[src/rtl/softmax_max_sub_feed.sv]
// Softmax PE feeder: buffers one vector, tracks its signed max, then replays (x[i], -max) pairs.
// Optional SOFTMAX_SAT_SUB_EN clamps pairs whose x - max would underflow the PE sum.
module softmax_max_sub_feed #(
  parameter int DATA_WIDTH = 16,
  parameter int VEC_LEN    = 8,
  parameter int ADDR_WIDTH = 3
) (
  input  logic                  clk,
  input  logic                  rst_n,
  input  logic                  in_valid,
  output logic                  in_ready,
  input  logic [DATA_WIDTH-1:0] in_data,
  input  logic                  in_last,
  input  logic                  out_ready,
  output logic                  out_valid,
  output logic [DATA_WIDTH-1:0] out_in1,
  output logic [DATA_WIDTH-1:0] out_in2,
  output logic                  out_set_reg,
  output logic                  out_last,
  output logic                  busy
);

  localparam int CW = ADDR_WIDTH + 1;
  localparam logic [CW-1:0]         VEC_LEN_C = CW'(VEC_LEN);
  localparam logic [CW-1:0]         CNT_ONE_C = CW'(1);
  localparam logic [CW-1:0]         CNT_TWO_C = CW'(2);
  localparam logic [ADDR_WIDTH-1:0] PTR_ONE_C = ADDR_WIDTH'(1);
  localparam logic [DATA_WIDTH-1:0] MIN_C     = {1'b1, {(DATA_WIDTH-1){1'b0}}};
  localparam logic [DATA_WIDTH-1:0] ZERO_C    = {DATA_WIDTH{1'b0}};
  localparam logic [DATA_WIDTH-1:0] ONE_C     = DATA_WIDTH'(1);

  typedef enum logic [1:0] {
    S_IDLE  = 2'd0,
    S_LOAD  = 2'd1,
    S_DRAIN = 2'd2
  } state_e;

  state_e                  state_q, state_d;
  logic [CW-1:0]           count_q, count_d;
  logic [ADDR_WIDTH-1:0]   rd_ptr_q, rd_ptr_d;
  logic [DATA_WIDTH-1:0]   max_q, max_d;
  logic                    out_valid_q, out_valid_d;
  logic [DATA_WIDTH-1:0]   out_in1_q, out_in1_d;
  logic [DATA_WIDTH-1:0]   out_in2_q, out_in2_d;
  logic                    out_last_q, out_last_d;
  logic                    busy_q, busy_d;
  logic [DATA_WIDTH-1:0]   mem_q [VEC_LEN];

  logic                    accept_s;
  logic                    wr_en_s;
  logic [CW-1:0]           count_inc_s;
  logic [ADDR_WIDTH-1:0]   rd_ptr_inc_s;
  logic [DATA_WIDTH-1:0]   max_upd_s;
  logic [DATA_WIDTH-1:0]   first_x_s;
  logic [2*DATA_WIDTH-1:0] pair_s;

  // Builds the (in1, in2) pair for element x against vector max mx.
  function automatic logic [2*DATA_WIDTH-1:0] pair_fn(
    input logic [DATA_WIDTH-1:0] x,
    input logic [DATA_WIDTH-1:0] mx
  );
    logic [DATA_WIDTH-1:0] neg;
`ifdef SOFTMAX_SAT_SUB_EN
    logic signed [DATA_WIDTH:0] diff;
    logic signed [DATA_WIDTH:0] lim;
`endif
    neg = (~mx) + ONE_C;
`ifdef SOFTMAX_SAT_SUB_EN
    diff = $signed({x[DATA_WIDTH-1], x}) - $signed({mx[DATA_WIDTH-1], mx});
    lim  = $signed({1'b1, MIN_C});
    if (mx == MIN_C) begin
      pair_fn = {x, ZERO_C};
    end else if (diff < lim) begin
      pair_fn = {MIN_C, ZERO_C};
    end else begin
      pair_fn = {x, neg};
    end
`else
    pair_fn = {x, neg};
`endif
  endfunction

  assign in_ready     = (state_q == S_LOAD) && (count_q < VEC_LEN_C);
  assign accept_s     = in_valid && in_ready;
  assign out_set_reg  = out_valid_q && out_ready;
  assign count_inc_s  = count_q + CNT_ONE_C;
  assign rd_ptr_inc_s = rd_ptr_q + PTR_ONE_C;
  assign max_upd_s    = ($signed(in_data) > $signed(max_q)) ? in_data : max_q;
  // The first element may be arriving this very cycle, before it lands in the buffer.
  assign first_x_s    = (count_q == {CW{1'b0}}) ? in_data : mem_q[0];

  // Next-state and registered-output logic.
  always_comb begin
    state_d     = state_q;
    count_d     = count_q;
    rd_ptr_d    = rd_ptr_q;
    max_d       = max_q;
    out_valid_d = out_valid_q;
    out_in1_d   = out_in1_q;
    out_in2_d   = out_in2_q;
    out_last_d  = out_last_q;
    wr_en_s     = 1'b0;
    pair_s      = {2*DATA_WIDTH{1'b0}};
    case (state_q)
      S_IDLE: begin
        state_d  = S_LOAD;
        count_d  = {CW{1'b0}};
        rd_ptr_d = {ADDR_WIDTH{1'b0}};
        max_d    = MIN_C;
      end
      S_LOAD: begin
        if (accept_s) begin
          wr_en_s = 1'b1;
          count_d = count_inc_s;
          max_d   = max_upd_s;
          if (in_last || (count_inc_s == VEC_LEN_C)) begin
            pair_s      = pair_fn(first_x_s, max_upd_s);
            state_d     = S_DRAIN;
            rd_ptr_d    = {ADDR_WIDTH{1'b0}};
            out_valid_d = 1'b1;
            out_in1_d   = pair_s[2*DATA_WIDTH-1:DATA_WIDTH];
            out_in2_d   = pair_s[DATA_WIDTH-1:0];
            out_last_d  = (count_q == {CW{1'b0}});
          end else begin
            state_d = S_LOAD;
          end
        end else begin
          state_d = S_LOAD;
        end
      end
      S_DRAIN: begin
        if (out_valid_q && out_ready) begin
          if (out_last_q) begin
            state_d     = S_IDLE;
            count_d     = {CW{1'b0}};
            rd_ptr_d    = {ADDR_WIDTH{1'b0}};
            max_d       = MIN_C;
            out_valid_d = 1'b0;
            out_in1_d   = ZERO_C;
            out_in2_d   = ZERO_C;
            out_last_d  = 1'b0;
          end else begin
            pair_s     = pair_fn(mem_q[rd_ptr_inc_s], max_q);
            rd_ptr_d   = rd_ptr_inc_s;
            out_in1_d  = pair_s[2*DATA_WIDTH-1:DATA_WIDTH];
            out_in2_d  = pair_s[DATA_WIDTH-1:0];
            out_last_d = (({1'b0, rd_ptr_q} + CNT_TWO_C) == count_q);
          end
        end else begin
          state_d = S_DRAIN;
        end
      end
      default: begin
        state_d     = S_IDLE;
        out_valid_d = 1'b0;
        out_last_d  = 1'b0;
      end
    endcase
    busy_d = (state_d != S_IDLE);
  end

  // Control and output registers.
  always_ff @(posedge clk or negedge rst_n) begin
    if (!rst_n) begin
      state_q     <= S_IDLE;
      count_q     <= {CW{1'b0}};
      rd_ptr_q    <= {ADDR_WIDTH{1'b0}};
      max_q       <= MIN_C;
      out_valid_q <= 1'b0;
      out_in1_q   <= ZERO_C;
      out_in2_q   <= ZERO_C;
      out_last_q  <= 1'b0;
      busy_q      <= 1'b0;
    end else begin
      state_q     <= state_d;
      count_q     <= count_d;
      rd_ptr_q    <= rd_ptr_d;
      max_q       <= max_d;
      out_valid_q <= out_valid_d;
      out_in1_q   <= out_in1_d;
      out_in2_q   <= out_in2_d;
      out_last_q  <= out_last_d;
      busy_q      <= busy_d;
    end
  end

  // Element buffer; contents are don't-care after reset.
  always_ff @(posedge clk) begin
    if (wr_en_s) begin
      mem_q[count_q[ADDR_WIDTH-1:0]] <= in_data;
    end
  end

  assign out_valid = out_valid_q;
  assign out_in1   = out_in1_q;
  assign out_in2   = out_in2_q;
  assign out_last  = out_last_q;
  assign busy      = busy_q;

endmodule

[config.mk]
export PLATFORM = sky130hd
export DESIGN_NAME = softmax_max_sub_feed
export DESIGN_NICKNAME = d
export VERILOG_FILES = /design/src/rtl/softmax_max_sub_feed.sv
export SDC_FILE = /design/constraint.sdc
export NUM_CORES = 1
export LEC_CHECK = 0
export BUFFER_PORTS_ARGS = -buffer_cell sky130_fd_sc_hd__buf_2
export CORE_MARGIN = 2
export CORE_UTILIZATION = 30
export CTS_CLUSTER_SIZE = 25
export DETAILED_ROUTE_END_ITERATION = 12
export SKIP_CTS_REPAIR_TIMING = 1
export SYNTH_ARGS = -nofsm -noshare
export SYNTH_HDL_FRONTEND = slang
export SYNTH_SLANG_ARGS = --single-unit
[constraint.sdc]
create_clock -name clk -period 4.6 [get_ports clk]
set_clock_uncertainty 0.2 [all_clocks]
set_input_delay 1.15 -clock clk [delete_from_list [all_inputs] [get_ports clk]]
set_output_delay 1.15 -clock clk [all_outputs]
set_load 0.02 [all_outputs]
==> impl_metrics.xml <==
<?xml version="1.0" encoding="UTF-8"?>
<metrics>
  <group name="outcome">
    <metric name="outcome" unit="">complete, no violations</metric>
  </group>
  <group name="route">
    <metric name="drt_drc_violations_left" unit="">0</metric>
    <metric name="avgViaCountPerCell" unit="">5.04</metric>
    <metric name="drt-total-wl" unit="µm">23200</metric>
    <metric name="num_vias" unit="">5858</metric>
    <metric name="detail_route.iter0.violations" unit="">511</metric>
    <metric name="drt_pre_antenna_iters" unit="">5</metric>
    <metric name="drt-wirelength-per-cell" unit="µm">19.9</metric>
    <metric name="ant_nets" unit="">0</metric>
  </group>
  <group name="floorplan">
    <metric name="design.portCount" unit="">58</metric>
    <metric name="die_h" unit="µm">176</metric>
    <metric name="die_width" unit="µm">176</metric>
    <metric name="floorplan.die_area" unit="µm²">30900</metric>
    <metric name="floorplan.core_area" unit="µm²">28900</metric>
    <metric name="core.rowCount" unit="">62</metric>
    <metric name="initial_utilization" unit="">0.307</metric>
  </group>
  <group name="synthesis">
    <metric name="synth_top_cell_by_area" unit="">sky130_fd_sc_hd__edfxtp_1</metric>
    <metric name="synth_adder_area_share" unit="">0.0381</metric>
    <metric name="yosys_register_bits" unit="">188</metric>
    <metric name="post_synth_main_area_contributors" unit="">sky130_fd_sc_hd__edfxtp_1 43%, sky130_fd_sc_hd__dfrtp_1 17%, sky130_fd_sc_hd__mux4_2 8.1%</metric>
    <metric name="synth_xor_xnor_area_share" unit="">0.0356</metric>
    <metric name="yosys_warnings" unit="">0</metric>
    <metric name="synthMostInstantiatedCell" unit="">sky130_fd_sc_hd__edfxtp_1</metric>
    <metric name="synth_area_per_cell" unit="µm²">13.0</metric>
    <metric name="synthSimpleGateAreaFrac" unit="">0.0978</metric>
    <metric name="synth_top_family_by_area" unit="">compound AO/OA/AOI/OAI gates</metric>
    <metric name="syn_nets" unit="">731</metric>
    <metric name="synth_cells" unit="">683</metric>
    <metric name="synthFlopType" unit="">sky130_fd_sc_hd__edfxtp_1</metric>
    <metric name="synthArstFlopShare" unit="">0.319</metric>
    <metric name="syn-cell-area" unit="µm²">8860</metric>
    <metric name="synthDominantCellAreaShare" unit="">0.434</metric>
    <metric name="muxShareOfSynthArea" unit="">0.0948</metric>
    <metric name="sequential_cell_area_fraction_in_the_yosys_report" unit="">0.604</metric>
    <metric name="synth.distinct_cells" unit="">53</metric>
    <metric name="ys_top_cells_by_count" unit="">128 x sky130_fd_sc_hd__edfxtp_1, 83 x sky130_fd_sc_hd__nand2_1, 59 x sky130_fd_sc_hd__dfrtp_1</metric>
    <metric name="synthesized_area_fraction_occupied_by_ao_oa_aoi_and_oai_cells" unit="">0.101</metric>
    <metric name="synth_edf_count" unit="">128</metric>
  </group>
  <group name="sta">
    <metric name="rsz_0062_raised_after_global_routing" unit="">no</metric>
    <metric name="worst_margin_slew" unit="ps">946</metric>
    <metric name="setup_viol_count_final" unit="">0</metric>
    <metric name="fmaxAchievable" unit="MHz">232</metric>
    <metric name="fin_tns_setup" unit="ps">0</metric>
    <metric name="timing.final.crit_period" unit="ps">4310</metric>
    <metric name="report.final.hold_viol_count" unit="">0</metric>
    <metric name="fin_crit_sh" unit="">0.937</metric>
    <metric name="timing.slew.headroom" unit="">0.369</metric>
    <metric name="hold_ws" unit="ps">275</metric>
    <metric name="final_max_slew_viol_count" unit="">0</metric>
  </group>
  <group name="global_routing">
    <metric name="grt_pass1_wl" unit="µm">36500</metric>
    <metric name="antenna_violations_before_repair" unit="">0</metric>
    <metric name="grt_overflow" unit="">0</metric>
    <metric name="globalRouteTotalUtil" unit="">0.157</metric>
    <metric name="grt_max_degree" unit="">35</metric>
    <metric name="vias_in_the_first_global_route" unit="">5967</metric>
  </group>
  <group name="cts">
    <metric name="cts_buffers" unit="">17</metric>
    <metric name="htreeDepth" unit="">4</metric>
    <metric name="cts_buffer_depth" unit="">2</metric>
    <metric name="cts.root.buffer_cell" unit="">sky130_fd_sc_hd__clkbuf_16</metric>
    <metric name="clk_pin_slew" unit="ps">70</metric>
    <metric name="tritoncts" unit="">built</metric>
    <metric name="clock_latency_of_the_later_clocked_register_in_the_worst_skew_pair" unit="ps">440</metric>
    <metric name="clock_sinks" unit="">188</metric>
  </group>
  <group name="critical_path">
    <metric name="worst_case_register_to_register_setup_slack" unit="ps">390</metric>
    <metric name="cp_data_required_time" unit="ps">4720</metric>
    <metric name="worstReg2RegEnd" unit="">out_in2[12]</metric>
    <metric name="worstSetupStartpointType" unit="">input pin</metric>
    <metric name="cp-end-kind" unit="">flop</metric>
    <metric name="worst_ep_arrival_time" unit="ps">4430</metric>
    <metric name="timing.rr.start" unit="">max_q[5]</metric>
    <metric name="worst-path-max-fanout" unit="">5</metric>
    <metric name="reg2regPathDepth" unit="">15</metric>
    <metric name="worstSetupPathType" unit="">in -&gt; reg</metric>
  </group>
  <group name="power">
    <metric name="p_leak" unit="nW">3.80</metric>
    <metric name="design_power_total" unit="mW">6.66</metric>
    <metric name="vdd_drop_max" unit="V">0.000307</metric>
    <metric name="powerDensity" unit="nW/µm²">641</metric>
  </group>
  <group name="worst_hold_path">
    <metric name="hold_path_end" unit="">out_in1[4]</metric>
    <metric name="hold_start" unit="">out_in1[4]</metric>
    <metric name="hold_depth" unit="">2</metric>
    <metric name="min-delay-path-class" unit="">reg -&gt; reg</metric>
  </group>
  <group name="final_layout">
    <metric name="diodes" unit="">0</metric>
    <metric name="layout.nets" unit="">814</metric>
    <metric name="area_delta_synth_final" unit="%">17.2</metric>
    <metric name="fillers" unit="">2836</metric>
    <metric name="drive_gt1_frac" unit="">0.225</metric>
    <metric name="post-route-util" unit="">0.360</metric>
  </group>
  <group name="flow_run">
    <metric name="max_cap_violations" unit="">0</metric>
  </group>
  <group name="placement">
    <metric name="io_buffers" unit="">57</metric>
    <metric name="dpl.hpwl" unit="µm">15500</metric>
    <metric name="routabilityCongestion" unit="">0.841</metric>
  </group>
</metrics>
-- cell families (layout without fill, tap and decap cells) --
kind of cell,count (synthesis),in the layout
AOI/OAI and AO/OA,133,133
xor gates and xnor gates,36,36
adders and majority gates,27,27
buffers and inverters,65,161
DFF,188,188
muxes,43,43
and+or+nand+nor,191,191
-- metrics by stage --
stage	setup slack, ps	instance area, µm²	cells
after detailed placement	-140	9830	1131
after global placement	-82.0	9830	1131
after CTS	299	10400	1163
after global routing	93.6	10400	1163
final	292	10400	1163
after floorplan	133	8860	683
-- registers in the layout (all words and copies together) (netlist names) --
register,count
busy,1
count_q,4
max_q,16
mem_q,128
out_in1,16
out_in2,16
out_last,1
out_valid,1
rd_ptr_q,3
state_q,2
-- area by class of cell --
class,instances,area [µm²],share of cell area
sequential,188,5350,0.515
clock buffer,20,437,0.0421
multi-input combinational,430,3270,0.315
tap,384,480,0.0463
clock inverter,12,115,0.0111
inverter,27,101,0.00977
timing repair buffer,102,623,0.0600
-- critical path: stages --
cell                       delay, ps
sky130_fd_sc_hd__buf_2           110
sky130_fd_sc_hd__ha_1            300
sky130_fd_sc_hd__a211o_1         270
sky130_fd_sc_hd__a21oi_1         130
sky130_fd_sc_hd__buf_4           150
sky130_fd_sc_hd__o21ai_1          60
sky130_fd_sc_hd__a2111o_1        430
sky130_fd_sc_hd__mux2_4          340
sky130_fd_sc_hd__a21oi_1         220
sky130_fd_sc_hd__ha_1            290
sky130_fd_sc_hd__nand2_1         130
sky130_fd_sc_hd__or3_1           320
sky130_fd_sc_hd__a21oi_1         150
sky130_fd_sc_hd__a21oi_1          60
sky130_fd_sc_hd__a221o_1         330
-- how the worst max path moves through the flow --
stage,start,to,cells past startpoint
after floorplan,in_data[5],out_in2[12],14
after global placement,in_data[5],out_in2[12],15
after detailed placement,in_data[5],out_in2[12],15
after CTS,in_data[5],out_in2[12],15
after global routing,in_data[7],out_in2[8],15
final,in_data[5],out_in2[12],15
-- routing by layer --
metal	global-route usage	up-vias	routed length, µm
met5	0	-	0
met4	0.0396	0	243
met2	0.251	181	10800
li1	-	2753	-
met3	0.0340	17	1650
met1	0.218	2907	10500
-- layout by cell type, fill, tap and decap left out, types with 9 or more instances in the layout --
cell / count
sky130_fd_sc_hd__o22ai_1: 9
sky130_fd_sc_hd__clkbuf_16: 17
sky130_fd_sc_hd__buf_4: 45
sky130_fd_sc_hd__nand2_1: 83
sky130_fd_sc_hd__inv_1: 27
sky130_fd_sc_hd__nor3_1: 19
sky130_fd_sc_hd__edfxtp_1: 128
sky130_fd_sc_hd__a221oi_1: 17
sky130_fd_sc_hd__dfrtp_1: 58
sky130_fd_sc_hd__a21oi_1: 29
sky130_fd_sc_hd__nand3_1: 15
sky130_fd_sc_hd__buf_2: 57
sky130_fd_sc_hd__xnor2_1: 28
sky130_fd_sc_hd__mux4_2: 32
sky130_fd_sc_hd__ha_1: 26
sky130_fd_sc_hd__o21ai_0: 31
sky130_fd_sc_hd__nor2_1: 37
-- where the power goes --
group          internal, mW  switching, mW
registers              2.15          0.212
logic                  1.11           1.78
clock network         0.751          0.651
No activity file was read; power rests on OpenSTA's default activity.
